**config.mk**
```make
export PLATFORM = sky130hd
export DESIGN_NAME = csi_tx_packet_builder
export DESIGN_NICKNAME = d
export VERILOG_FILES = /design/src/rtl/csi_tx_packet_builder.sv
export SDC_FILE = /design/constraint.sdc
export NUM_CORES = 1
export LEC_CHECK = 0
export CAP_MARGIN = 20
export CORE_ASPECT_RATIO = 1.4
export CORE_UTILIZATION = 42
export CTS_CLUSTER_DIAMETER = 80
export DETAILED_ROUTE_END_ITERATION = 7
export PLACE_DENSITY_LB_ADDON = 0.05
export SLEW_MARGIN = 20
export SYNTH_ARGS = -nofsm -noshare
export SYNTH_HDL_FRONTEND = slang
export SYNTH_SLANG_ARGS = --single-unit
```
**constraint.sdc**
```tcl
create_clock -name clock -period 6.8 [get_ports clock]
set_input_delay 1.36 -clock clock [delete_from_list [all_inputs] [get_ports clock]]
set_output_delay 1.36 -clock clock [all_outputs]
set_load 0.02 [all_outputs]
```
**src/rtl/csi_tx_packet_builder.sv**
```systemverilog
`default_nettype none
// ============================================================================
//  Module   : csi_header_ecc / csi_tx_packet_builder
//  Purpose  : CSI-2 transmit packet builder for a single virtual channel.
//             Turns FS / FE / LINE commands plus a 32-bit pixel stream into
//             framed 32-bit words: short packets (header word only) and long
//             packets (header, payload words, CRC-16 footer word). Every
//             packet is followed by a low-power gap.
//  Ports    : clock, reset_n (async, active low), enable (clock enable)
//             cmd_valid/cmd_type/cmd_ready    : command handshake
//             pix_data/pix_valid/pix_ready    : payload handshake
//             out_data/out_valid/out_ready    : packet word handshake
//             out_frame                       : header..last word of packet
//             lp_mode                         : no packet in flight
//             frame_num                       : current frame number
//  Revision : 1.0  initial release
// ============================================================================

// 24-bit CSI-2 packet header ECC (6 parity bits, top two bits zero).
module csi_header_ecc (
  input  logic [23:0] i_hdr,
  output logic [7:0]  o_ecc
);
  always_comb begin
    o_ecc    = 8'h00;
    o_ecc[0] = ^(i_hdr & 24'hF12CB7);
    o_ecc[1] = ^(i_hdr & 24'hF2555B);
    o_ecc[2] = ^(i_hdr & 24'h749A6D);
    o_ecc[3] = ^(i_hdr & 24'hB8E38E);
    o_ecc[4] = ^(i_hdr & 24'hDF03F0);
    o_ecc[5] = ^(i_hdr & 24'hEFFC00);
  end
endmodule

module csi_tx_packet_builder #(
  parameter logic [1:0]  VC            = 2'b00,
  parameter logic [5:0]  FS_DT         = 6'h00,
  parameter logic [5:0]  FE_DT         = 6'h01,
  parameter logic [5:0]  VIDEO_DT      = 6'h2A,
  parameter logic [15:0] LINE_BYTES    = 16'd2560,
  parameter logic [15:0] FRAME_NUM_MAX = 16'd0,
  parameter int          GAP_CYCLES    = 4
) (
  input  logic        clock,
  input  logic        reset_n,
  input  logic        enable,
  input  logic        cmd_valid,
  input  logic [1:0]  cmd_type,
  output logic        cmd_ready,
  input  logic [31:0] pix_data,
  input  logic        pix_valid,
  output logic        pix_ready,
  output logic [31:0] out_data,
  output logic        out_valid,
  output logic        out_frame,
  input  logic        out_ready,
  output logic        lp_mode,
  output logic [15:0] frame_num
);

  localparam logic [2:0]  c_st_idle    = 3'd0;
  localparam logic [2:0]  c_st_hdr     = 3'd1;
  localparam logic [2:0]  c_st_pay     = 3'd2;
  localparam logic [2:0]  c_st_crc     = 3'd3;
  localparam logic [2:0]  c_st_gap     = 3'd4;

  localparam logic [1:0]  c_cmd_fs     = 2'd0;
  localparam logic [1:0]  c_cmd_fe     = 2'd1;
  localparam logic [1:0]  c_cmd_line   = 2'd2;
  localparam logic [1:0]  c_cmd_rsvd   = 2'd3;

  localparam logic [15:0] c_line_words = {2'b00, LINE_BYTES[15:2]};
  localparam logic [7:0]  c_gap_load   = 8'(GAP_CYCLES - 1);

  logic [2:0]  r_state;
  logic [2:0]  w_state_next;
  logic [31:0] r_out_data;
  logic        r_full;
  logic        r_is_line;
  logic [15:0] r_word_cnt;
  logic [15:0] r_crc;
  logic [7:0]  r_gap_cnt;
  logic [15:0] r_frame_num;
  logic        r_cmd_ready;

  logic        w_out_valid;
  logic        w_out_frame;
  logic        w_lp_mode;
  logic        w_pix_ready;
  logic        w_cmd_fire;
  logic        w_pix_fire;
  logic        w_out_fire;
  logic [15:0] w_fn_next;
  logic [15:0] w_hdr_wc;
  logic [5:0]  w_hdr_dt;
  logic [23:0] w_hdr24;
  logic [7:0]  w_ecc;

  // CRC-16 (reflected 0x8408) over one 32-bit word, byte0 first, LSB first.
  function automatic logic [15:0] f_crc16_word(input logic [15:0] crc,
                                               input logic [31:0] data);
    logic [15:0] c;
    c = crc;
    for (int i = 0; i < 32; i++) begin
      if (c[0] ^ data[i]) c = (c >> 1) ^ 16'h8408;
      else                c = c >> 1;
    end
    return c;
  endfunction

  // --------------------------------------------------------------------------
  // Header word construction
  // --------------------------------------------------------------------------
  always_comb begin
    if (FRAME_NUM_MAX == 16'd0)            w_fn_next = 16'd0;
    else if (r_frame_num >= FRAME_NUM_MAX) w_fn_next = 16'd1;
    else                                   w_fn_next = r_frame_num + 16'd1;

    w_hdr_wc = LINE_BYTES;
    w_hdr_dt = VIDEO_DT;
    case (cmd_type)
      c_cmd_fs: begin
        // FS carries the frame number it is about to start.
        w_hdr_wc = w_fn_next;
        w_hdr_dt = FS_DT;
      end
      c_cmd_fe: begin
        w_hdr_wc = r_frame_num;
        w_hdr_dt = FE_DT;
      end
      default: begin
        w_hdr_wc = LINE_BYTES;
        w_hdr_dt = VIDEO_DT;
      end
    endcase
  end

  assign w_hdr24 = {w_hdr_wc, VC, w_hdr_dt};

  csi_header_ecc u_ecc (
    .i_hdr (w_hdr24),
    .o_ecc (w_ecc)
  );

  // --------------------------------------------------------------------------
  // FSM: state register
  // --------------------------------------------------------------------------
  always_ff @(posedge clock or negedge reset_n) begin
    if (!reset_n)    r_state <= c_st_idle;
    else if (enable) r_state <= w_state_next;
  end

  // --------------------------------------------------------------------------
  // FSM: next-state logic
  // --------------------------------------------------------------------------
  always_comb begin
    w_state_next = r_state;
    case (r_state)
      c_st_idle: if (w_cmd_fire && (cmd_type != c_cmd_rsvd)) w_state_next = c_st_hdr;
      c_st_hdr:  if (w_out_fire) w_state_next = r_is_line ? c_st_pay : c_st_gap;
      // Leave PAY only once the last payload word has left the output register.
      c_st_pay:  if (w_out_fire && (r_word_cnt == 16'd0)) w_state_next = c_st_crc;
      c_st_crc:  if (w_out_fire) w_state_next = c_st_gap;
      c_st_gap:  if (enable && (r_gap_cnt == 8'd0)) w_state_next = c_st_idle;
      default:   w_state_next = c_st_idle;
    endcase
  end

  // --------------------------------------------------------------------------
  // FSM: outputs
  // --------------------------------------------------------------------------
  always_comb begin
    w_out_valid = 1'b0;
    w_out_frame = 1'b0;
    w_lp_mode   = 1'b0;
    w_pix_ready = 1'b0;
    case (r_state)
      c_st_idle: w_lp_mode = 1'b1;
      c_st_hdr: begin
        w_out_valid = 1'b1;
        w_out_frame = 1'b1;
      end
      c_st_pay: begin
        w_out_valid = r_full;
        w_out_frame = 1'b1;
        // Accept a new word when the output register drains this cycle or
        // is already empty, and only while payload words are still owed.
        w_pix_ready = (r_word_cnt != 16'd0) && (out_ready || !r_full);
      end
      c_st_crc: begin
        w_out_valid = 1'b1;
        w_out_frame = 1'b1;
      end
      default: w_lp_mode = 1'b1;
    endcase
  end

  assign w_cmd_fire = enable && cmd_valid && r_cmd_ready;
  assign w_pix_fire = enable && pix_valid && w_pix_ready;
  assign w_out_fire = enable && w_out_valid && out_ready;

  // --------------------------------------------------------------------------
  // Datapath registers
  // --------------------------------------------------------------------------
  always_ff @(posedge clock or negedge reset_n) begin
    if (!reset_n) begin
      r_out_data  <= 32'h0;
      r_full      <= 1'b0;
      r_is_line   <= 1'b0;
      r_word_cnt  <= 16'd0;
      r_crc       <= 16'hFFFF;
      r_gap_cnt   <= 8'd0;
      r_frame_num <= 16'd0;
      r_cmd_ready <= 1'b0;
    end else if (enable) begin
      // cmd_ready is registered so it reads 0 while reset is asserted and
      // tracks the IDLE state from the first enabled clock afterwards.
      r_cmd_ready <= (w_state_next == c_st_idle);
      case (r_state)
        c_st_idle: begin
          if (w_cmd_fire && (cmd_type != c_cmd_rsvd)) begin
            r_out_data <= {w_ecc, w_hdr24};
            r_is_line  <= (cmd_type == c_cmd_line);
            if (cmd_type == c_cmd_fs) r_frame_num <= w_fn_next;
          end
        end
        c_st_hdr: begin
          if (w_out_fire) begin
            r_word_cnt <= c_line_words;
            r_crc      <= 16'hFFFF;
            r_full     <= 1'b0;
            r_gap_cnt  <= c_gap_load;
          end
        end
        c_st_pay: begin
          if (w_pix_fire) begin
            r_out_data <= pix_data;
            r_full     <= 1'b1;
            r_crc      <= f_crc16_word(r_crc, pix_data);
            r_word_cnt <= r_word_cnt - 16'd1;
          end else if (w_out_fire) begin
            r_full <= 1'b0;
            if (r_word_cnt == 16'd0) r_out_data <= {16'h0000, r_crc};
          end
        end
        c_st_crc: begin
          if (w_out_fire) r_gap_cnt <= c_gap_load;
        end
        c_st_gap: begin
          if (r_gap_cnt != 8'd0) r_gap_cnt <= r_gap_cnt - 8'd1;
        end
        default: ;
      endcase
    end
  end

  assign cmd_ready = r_cmd_ready;
  assign pix_ready = w_pix_ready;
  assign out_data  = r_out_data;
  assign out_valid = w_out_valid;
  assign out_frame = w_out_frame;
  assign lp_mode   = w_lp_mode;
  assign frame_num = r_frame_num;

endmodule
`default_nettype wire

```
Word-level counts from Yosys, hierarchy flattened
Cells that the tools add are included.
{ "totals": {"reg_bits": 78, "out_inout_bits": 53, "word_cells": 279} }
{ "classes": {"addsub": 2, "eq_ne": 14, "muxes": 155, "n_bitwise": 64, "n_reduce_logical": 36} }
{ "op_table": {"columns": ["cell", "n"], "rows": [
  ["$mux W16", 129],
  ["$reduce_xor A24 Y1", 6],
  ["$mux W32", 4],
  ["$not A2 Y3", 32],
  ["$pmux W16 S2", 2],
  ["$pmux W32 S2", 1],
  ["$xor A1 B1 Y1", 32],
  ["$mux W3", 6],
  ["$logic_not A16 Y1", 1],
  ["$mux W8", 2],
  ["$pmux W8 S2", 1],
  ["$reduce_bool A16 Y1", 1],
  ["$sub A16 B1 Y16 const B", 1],
  ["$pmux W3 S5", 1],
  ["$mux W12", 1],
  ["$pmux W6 S2", 1],
  ["$logic_and A1 B1 Y1", 10],
  ["$ne A2 B2 Y1 const B", 5],
  ["$logic_not A8 Y1", 1],
  ["$reduce_and A4 Y1", 2],
  ["$reduce_bool A8 Y1", 1],
  ["$sub A8 B1 Y8 const B", 1],
  ["$eq A3 B2 Y1 const B", 2],
  ["$logic_not A3 Y1", 2],
  ["17 further kinds", 26]
]} }

Logic depth before layout (Yosys ltp)
{ "logic_depth": {"ltp_word": 162, "mapped_depth": 10, "mapped_depth_nobuf": 9} }

By module
A second synthesis with hierarchy kept.
{ "unflattened": {"hier_cells": 515, "area_unflattened_um2": 5556.6} }
{ "by_module_without_submodules": {"columns": ["module", "n_inst", "cells_each", "area_each_um2"], "rows": [
  ["csi_tx_packet_builder", 1, 473, 4999.8],
  ["csi_header_ecc", 1, 42, 556.8]
]} }

Least setup slack after synthesis
OpenSTA, ideal clock, no wires.
{ "synth_timing": {"path_type": "input-to-reg", "from": "in pix_data[8]", "to": "reg r_crc[3]", "setup_ps": 73, "t_arrival_ps": 3453, "required_time_ps": 6727, "path_slack_ps": 3274, "path_stages": 7, "path_cell_list": "xor2_1 xor3_2 xnor2_4 xnor3_2 xnor2_2 xnor3_1 a21oi_1"} }
{ "synth_between": {"elab_chain_len": 101, "word_cells_on_any_way": 112} }
{ "synth_lines": {"columns": ["element", "line", "rtl"], "rows": [
  ["from (decl)", "50", "input logic [31:0] pix_data,"],
  ["$xor A1 B1 Y1 *", "105", "if (c[0] ^ data[i]) c = (c >> 1) ^ 16'h8408;"],
  ["$mux W16 *", "105", null],
  ["$mux W16 *", "236", "if (w_pix_fire) begin"],
  ["$mux W16 *", "219", "case (r_state)"],
  ["$mux W16 *", "215", "end else if (enable) begin"],
  ["$mux W16 *", "105", null],
  ["$mux W16 *", "236", null],
  ["$mux W16 *", "219", null],
  ["[85 not listed]", null, null],
  ["$mux W16 *", "105", null],
  ["$mux W16 *", "236", null],
  ["$mux W16 *", "219", null],
  ["$mux W16 *", "215", null],
  ["$not A2 Y3 (no line) or $xor A1 B1 Y1 (tied branches)", null, null],
  ["$mux W16 *", "105", null],
  ["$mux W16 *", "236", null],
  ["$pmux W16 S2 *", "219", null],
  ["to (signal assigned)", "239", "r_crc <= f_crc16_word(r_crc, pix_data);"],
  ["to (decl)", "81", "logic [15:0] r_crc;"]
]} }
Every way passes the cells marked *; elsewhere a longest branch is shown, timed or not. The select of a mux whose other input is x is not followed.
A chain may end at the register's enable or synchronous reset.

Worst setup path after layout
Same ends and word-level chain as after synthesis.

==> metrics.txt <==
# TYPE chip_impl_metric gauge
chip_impl_info{name="run_status",value="complete, no violations"} 1
chip_impl_metric{name="drt.antenna.violating_nets",unit=""} 0
chip_impl_metric{name="initial_antenna_violation_count",unit=""} 0
chip_impl_metric{name="fp.dieArea",unit="mm2"} 0.0120
chip_impl_info{name="clock_tree_from_tritoncts",value="done"} 1
chip_impl_info{name="grt.busiest_layer",value="met2"} 1
chip_impl_metric{name="synth_seq_area_share",unit="%"} 40.8
chip_impl_metric{name="setup.reg_to_reg.worst_slack",unit="ns"} 3.62
chip_impl_metric{name="final_net_count",unit=""} 583
chip_impl_info{name="crit_path_start_kind",value="input pin"} 1
chip_impl_metric{name="cp.required",unit="ns"} 7.06
chip_impl_metric{name="finClkSkew",unit="ns"} 0.00549
chip_impl_metric{name="syn_inst",unit=""} 473
chip_impl_metric{name="global_route.usage.met2",unit="%"} 37.3
chip_impl_metric{name="timing.final.crit_share",unit="%"} 62.0
chip_impl_metric{name="layout.filler_cells",unit=""} 1076
chip_impl_metric{name="proportion_of_synthesized_flip_flops_having_asynchronous_set_or_reset",unit="%"} 100
chip_impl_metric{name="grt_usage",unit="%"} 20.4
chip_impl_metric{name="place_congestion",unit=""} 0.813
chip_impl_metric{name="cts_inserted_buffers",unit=""} 9
chip_impl_metric{name="final_layout_size_suffix_gt1_share",unit="%"} 11.0
chip_impl_metric{name="internal_power",unit="mW"} 2.45
chip_impl_metric{name="io_buffers",unit=""} 76
chip_impl_metric{name="tns",unit="ns"} 0
chip_impl_info{name="critical_path_end_type",value="register"} 1
chip_impl_info{name="timing.rr.end",value="r_crc[3]"} 1
chip_impl_metric{name="timing.final.setup_violations",unit=""} 0
chip_impl_metric{name="initial_utilization",unit="%"} 42.9
chip_impl_metric{name="clock_sinks",unit=""} 78
chip_impl_metric{name="pin_count_of_the_biggest_net_entering_global_routing",unit=""} 79
chip_impl_metric{name="core.rowCount",unit=""} 46
chip_impl_metric{name="cts-root-to-sink-buffers",unit=""} 2
chip_impl_metric{name="place_hpwl",unit="um"} 8370
chip_impl_metric{name="power.static_leakage",unit="nW"} 2.57
chip_impl_metric{name="post-cts-setup-buffer-count",unit=""} 0
chip_impl_metric{name="chipHeight",unit="um"} 129
chip_impl_metric{name="multiInputGateArea",unit="mm2"} 0.00271
chip_impl_metric{name="cts_hold_fix_bufs",unit=""} 0
chip_impl_metric{name="worstRegToRegCells",unit=""} 7
chip_impl_metric{name="n_antenna_cell",unit=""} 0
chip_impl_metric{name="global_route.overflow_total",unit=""} 0
chip_impl_metric{name="grt_pass1_vias",unit=""} 3705
chip_impl_metric{name="clk_latency",unit="ns"} 0.34
chip_impl_metric{name="netlist-cell-type-count",unit=""} 49
chip_impl_metric{name="area_growth",unit="%"} 23.6
chip_impl_metric{name="initial_drc_count",unit=""} 119
chip_impl_metric{name="vias_per_cell",unit=""} 5.12
chip_impl_info{name="clockRootBuffer",value="sky130_fd_sc_hd__clkbuf_16"} 1
chip_impl_metric{name="met3_track_demand_over_resource",unit="%"} 2.96
chip_impl_metric{name="remaining_drc_errors",unit=""} 0
chip_impl_metric{name="clock_power_share",unit="%"} 11.7
chip_impl_metric{name="post-route-min-period",unit="ns"} 4.21
chip_impl_metric{name="share_of_total_power_consumed_by_net_switching",unit="%"} 40.3
chip_impl_metric{name="timing.max_slew.rel_slack",unit="%"} 29.7
chip_impl_metric{name="max_slew.worst_pin.slew",unit="ns"} 1.05
chip_impl_metric{name="clkTransAtPathRegs",unit="ns"} 0.06
chip_impl_metric{name="route.final.wire_length",unit="um"} 11300
chip_impl_metric{name="num_vias",unit=""} 3536
chip_impl_metric{name="part_of_the_total_power_dissipated_in_sequential_elements",unit="%"} 19.4
chip_impl_metric{name="floorplan.core_area",unit="mm2"} 0.0113
chip_impl_metric{name="mappedNetlistArea",unit="mm2"} 0.00484
chip_impl_metric{name="total_count_of_hold_check_failures_in_the_final_report",unit=""} 0
chip_impl_metric{name="power.switching",unit="mW"} 1.65
chip_impl_metric{name="synth_seq_cells",unit=""} 78
chip_impl_metric{name="io_pins",unit=""} 93
chip_impl_info{name="synthFlopType",value="sky130_fd_sc_hd__dfrtp_1"} 1
chip_impl_metric{name="critPathArrivalTime",unit="ns"} 4.48
chip_impl_metric{name="post-place-cells",unit=""} 673
chip_impl_metric{name="grtUsageMet1",unit="%"} 24.3
chip_impl_metric{name="ff_latch_area",unit="mm2"} 0.00197
chip_impl_metric{name="slew_violations",unit=""} 0
chip_impl_metric{name="htreeDepth",unit=""} 3
chip_impl_metric{name="peakVddDrop",unit="V"} 0.000419
chip_impl_info{name="setup.worst_path.end",value="r_crc[3]"} 1
chip_impl_metric{name="postCtsResizedCells",unit=""} 0
chip_impl_info{name="setup_repair_after_global_routing_missed_its_margin",value="false"} 1
chip_impl_info{name="reg2reg_from",value="r_crc[8]"} 1
chip_impl_metric{name="power.density",unit="mW/mm2"} 686
chip_impl_info{name="cp-startpoint",value="pix_data[8]"} 1
chip_impl_metric{name="critPathMaxFanout",unit=""} 3
chip_impl_info{name="path_class",value="input pin to register"} 1
chip_impl_info{name="worst_hold_path_type",value="register to register"} 1
chip_impl_metric{name="maxCapViolations",unit=""} 0
chip_impl_metric{name="number_of_enable_flip_flop_cells_after_synthesis",unit=""} 0
chip_impl_metric{name="grt_pass1_wl",unit="um"} 18600
chip_impl_metric{name="first_pass_iteration_count_of_the_detailed_router",unit=""} 4
chip_impl_metric{name="ys.warnings.count",unit=""} 0
chip_impl_metric{name="pwr-share-comb",unit="%"} 68.9
chip_impl_metric{name="dieWidth",unit="um"} 92.7
chip_impl_metric{name="wire_per_inst",unit="um"} 16.4
chip_impl_metric{name="post_layout_nonfiller_instances",unit=""} 690
chip_impl_metric{name="synthesis.area_per_instance",unit="um2"} 10.2
chip_impl_metric{name="clock.fmax",unit="GHz"} 0.237
-- how the worst min path moves through the flow --
| stage | slack [ns] | cells after the start | from | to |
|---|---|---|---|---|
| 6_report | 0.49 | 2 | out_data[26] | out_data[26] |
| 5_1_grt | 0.52 | 1 | r_word_cnt[0] | r_word_cnt[0] |
| 4_1_cts | 0.49 | 2 | out_data[27] | out_data[27] |
| 2_1_floorplan | 0.45 | 2 | r_is_line | r_is_line |
| 3_5_place_dp | 0.47 | 2 | out_data[28] | out_data[28] |
| 3_3_place_gp | 0.47 | 2 | out_data[27] | out_data[27] |
-- layer usage --
layer	part of all wire, %	vias to the layer above
met2	54	61
met3	2.6	10
met5	0	-
met1	42	1739
li1	-	1726
met4	1.3	0
-- flip-flops by register name (all words and copies together), names as in the netlist --
signal and count:
out_data 32, r_crc 16, r_word_cnt 16, r_gap_cnt 8, r_state 3, cmd_ready 1, r_full 1, r_is_line 1
-- layout make-up --
type | count | share of cell area, %
multi-input cells | 365 | 45.4
flip-flops and latches | 78 | 33.0
repair buffers | 80 | 13.3
inverters | 7 | 0.439
well taps | 144 | 3.01
clock inverters | 4 | 0.795
clock buffers | 12 | 4.12
-- cell usage in the layout (no fill, tap or decap), drive strengths merged, types with 5 or more instances in the layout --
cell type,synthesis,final
a22o,9,9
nor2,65,65
nand3b,7,7
dfrtp,62,62
xnor3,15,15
xnor2,54,54
a21oi,24,24
nand4,5,5
conb,1,16
nand2,30,30
a31oi,13,13
dfstp,16,16
nand3,17,17
and3,5,5
o22a,6,6
nor3,9,9
clkdlybuf4s50,0,75
xor2,37,37
inv,7,7
clkbuf,21,12
nand2b,6,6
o21ai,9,9
buf,17,5
-- power by group through the flow --
stage | clock, mW | combinational [mW] | sequential (mW)
floorplan | 0 | 2.10 | 0.870
global placement | 0 | 2.83 | 0.801
global route | 0.511 | 3.03 | 0.823
CTS | 0.496 | 2.87 | 0.798
finish | 0.479 | 2.83 | 0.798
detailed placement | 0 | 2.85 | 0.804
-- Yosys cell counts, types with 9 or more instances --
| library cell | number | area share [%] |
|---|---|---|
| sky130_fd_sc_hd__buf_4 | 16 | 2.5 |
| sky130_fd_sc_hd__dfrtp_1 | 62 | 32 |
| sky130_fd_sc_hd__o21ai_0 | 9 | 0.93 |
| sky130_fd_sc_hd__a21oi_1 | 24 | 2.5 |
| sky130_fd_sc_hd__nor2_1 | 65 | 5.0 |
| sky130_fd_sc_hd__clkbuf_1 | 21 | 1.6 |
| sky130_fd_sc_hd__xnor3_1 | 13 | 6.1 |
| sky130_fd_sc_hd__xor2_1 | 36 | 6.5 |
| sky130_fd_sc_hd__a22o_1 | 9 | 1.6 |
| sky130_fd_sc_hd__xnor2_2 | 11 | 3.7 |
| sky130_fd_sc_hd__a31oi_1 | 13 | 1.7 |
| sky130_fd_sc_hd__xnor2_1 | 42 | 7.6 |
| sky130_fd_sc_hd__nor3_1 | 9 | 0.93 |
| sky130_fd_sc_hd__nand2_1 | 30 | 2.3 |
| sky130_fd_sc_hd__dfstp_2 | 16 | 8.7 |
| sky130_fd_sc_hd__nand3_1 | 17 | 1.8 |
-- stage by stage --
stage / power, mW / hold slack, ns / instance area, um2 / util [%] / setup slack (ns)
3_3_place_gp: 3.63 / 0.470 / 5670 / 50.3 / 2.17
5_1_grt: 4.36 / 0.520 / 5980 / 53.0 / 2.50
4_1_cts: 4.16 / 0.492 / 5970 / 52.9 / 2.55
3_5_place_dp: 3.65 / 0.473 / 5670 / 50.3 / 2.20
2_1_floorplan: 2.97 / 0.451 / 4890 / - / 3.27
6_report: 4.10 / 0.489 / 5980 / 53.0 / 2.59
-- worst max-delay path, cell delays in order --
cell and delay [ns]:
sky130_fd_sc_hd__clkdlybuf4s50_1 0.54, sky130_fd_sc_hd__xor2_1 0.43, sky130_fd_sc_hd__xnor3_1 0.54, sky130_fd_sc_hd__xor2_1 0.33, sky130_fd_sc_hd__xnor3_2 0.37, sky130_fd_sc_hd__xnor2_2 0.27, sky130_fd_sc_hd__xnor3_1 0.48, sky130_fd_sc_hd__a21oi_1 0.16
-- logic make-up after synthesis --
family	Yosys count	synth area share, %
simple gates	162	16.0
mux	3	0.698
fa+ha+maj	2	0.517
buf+inv	45	4.73
other cells	1	0.0775
xor+xnor	109	27.3
flops	78	40.8
compound gates	73	9.91
No activity file was read; power rests on OpenSTA's default activity.
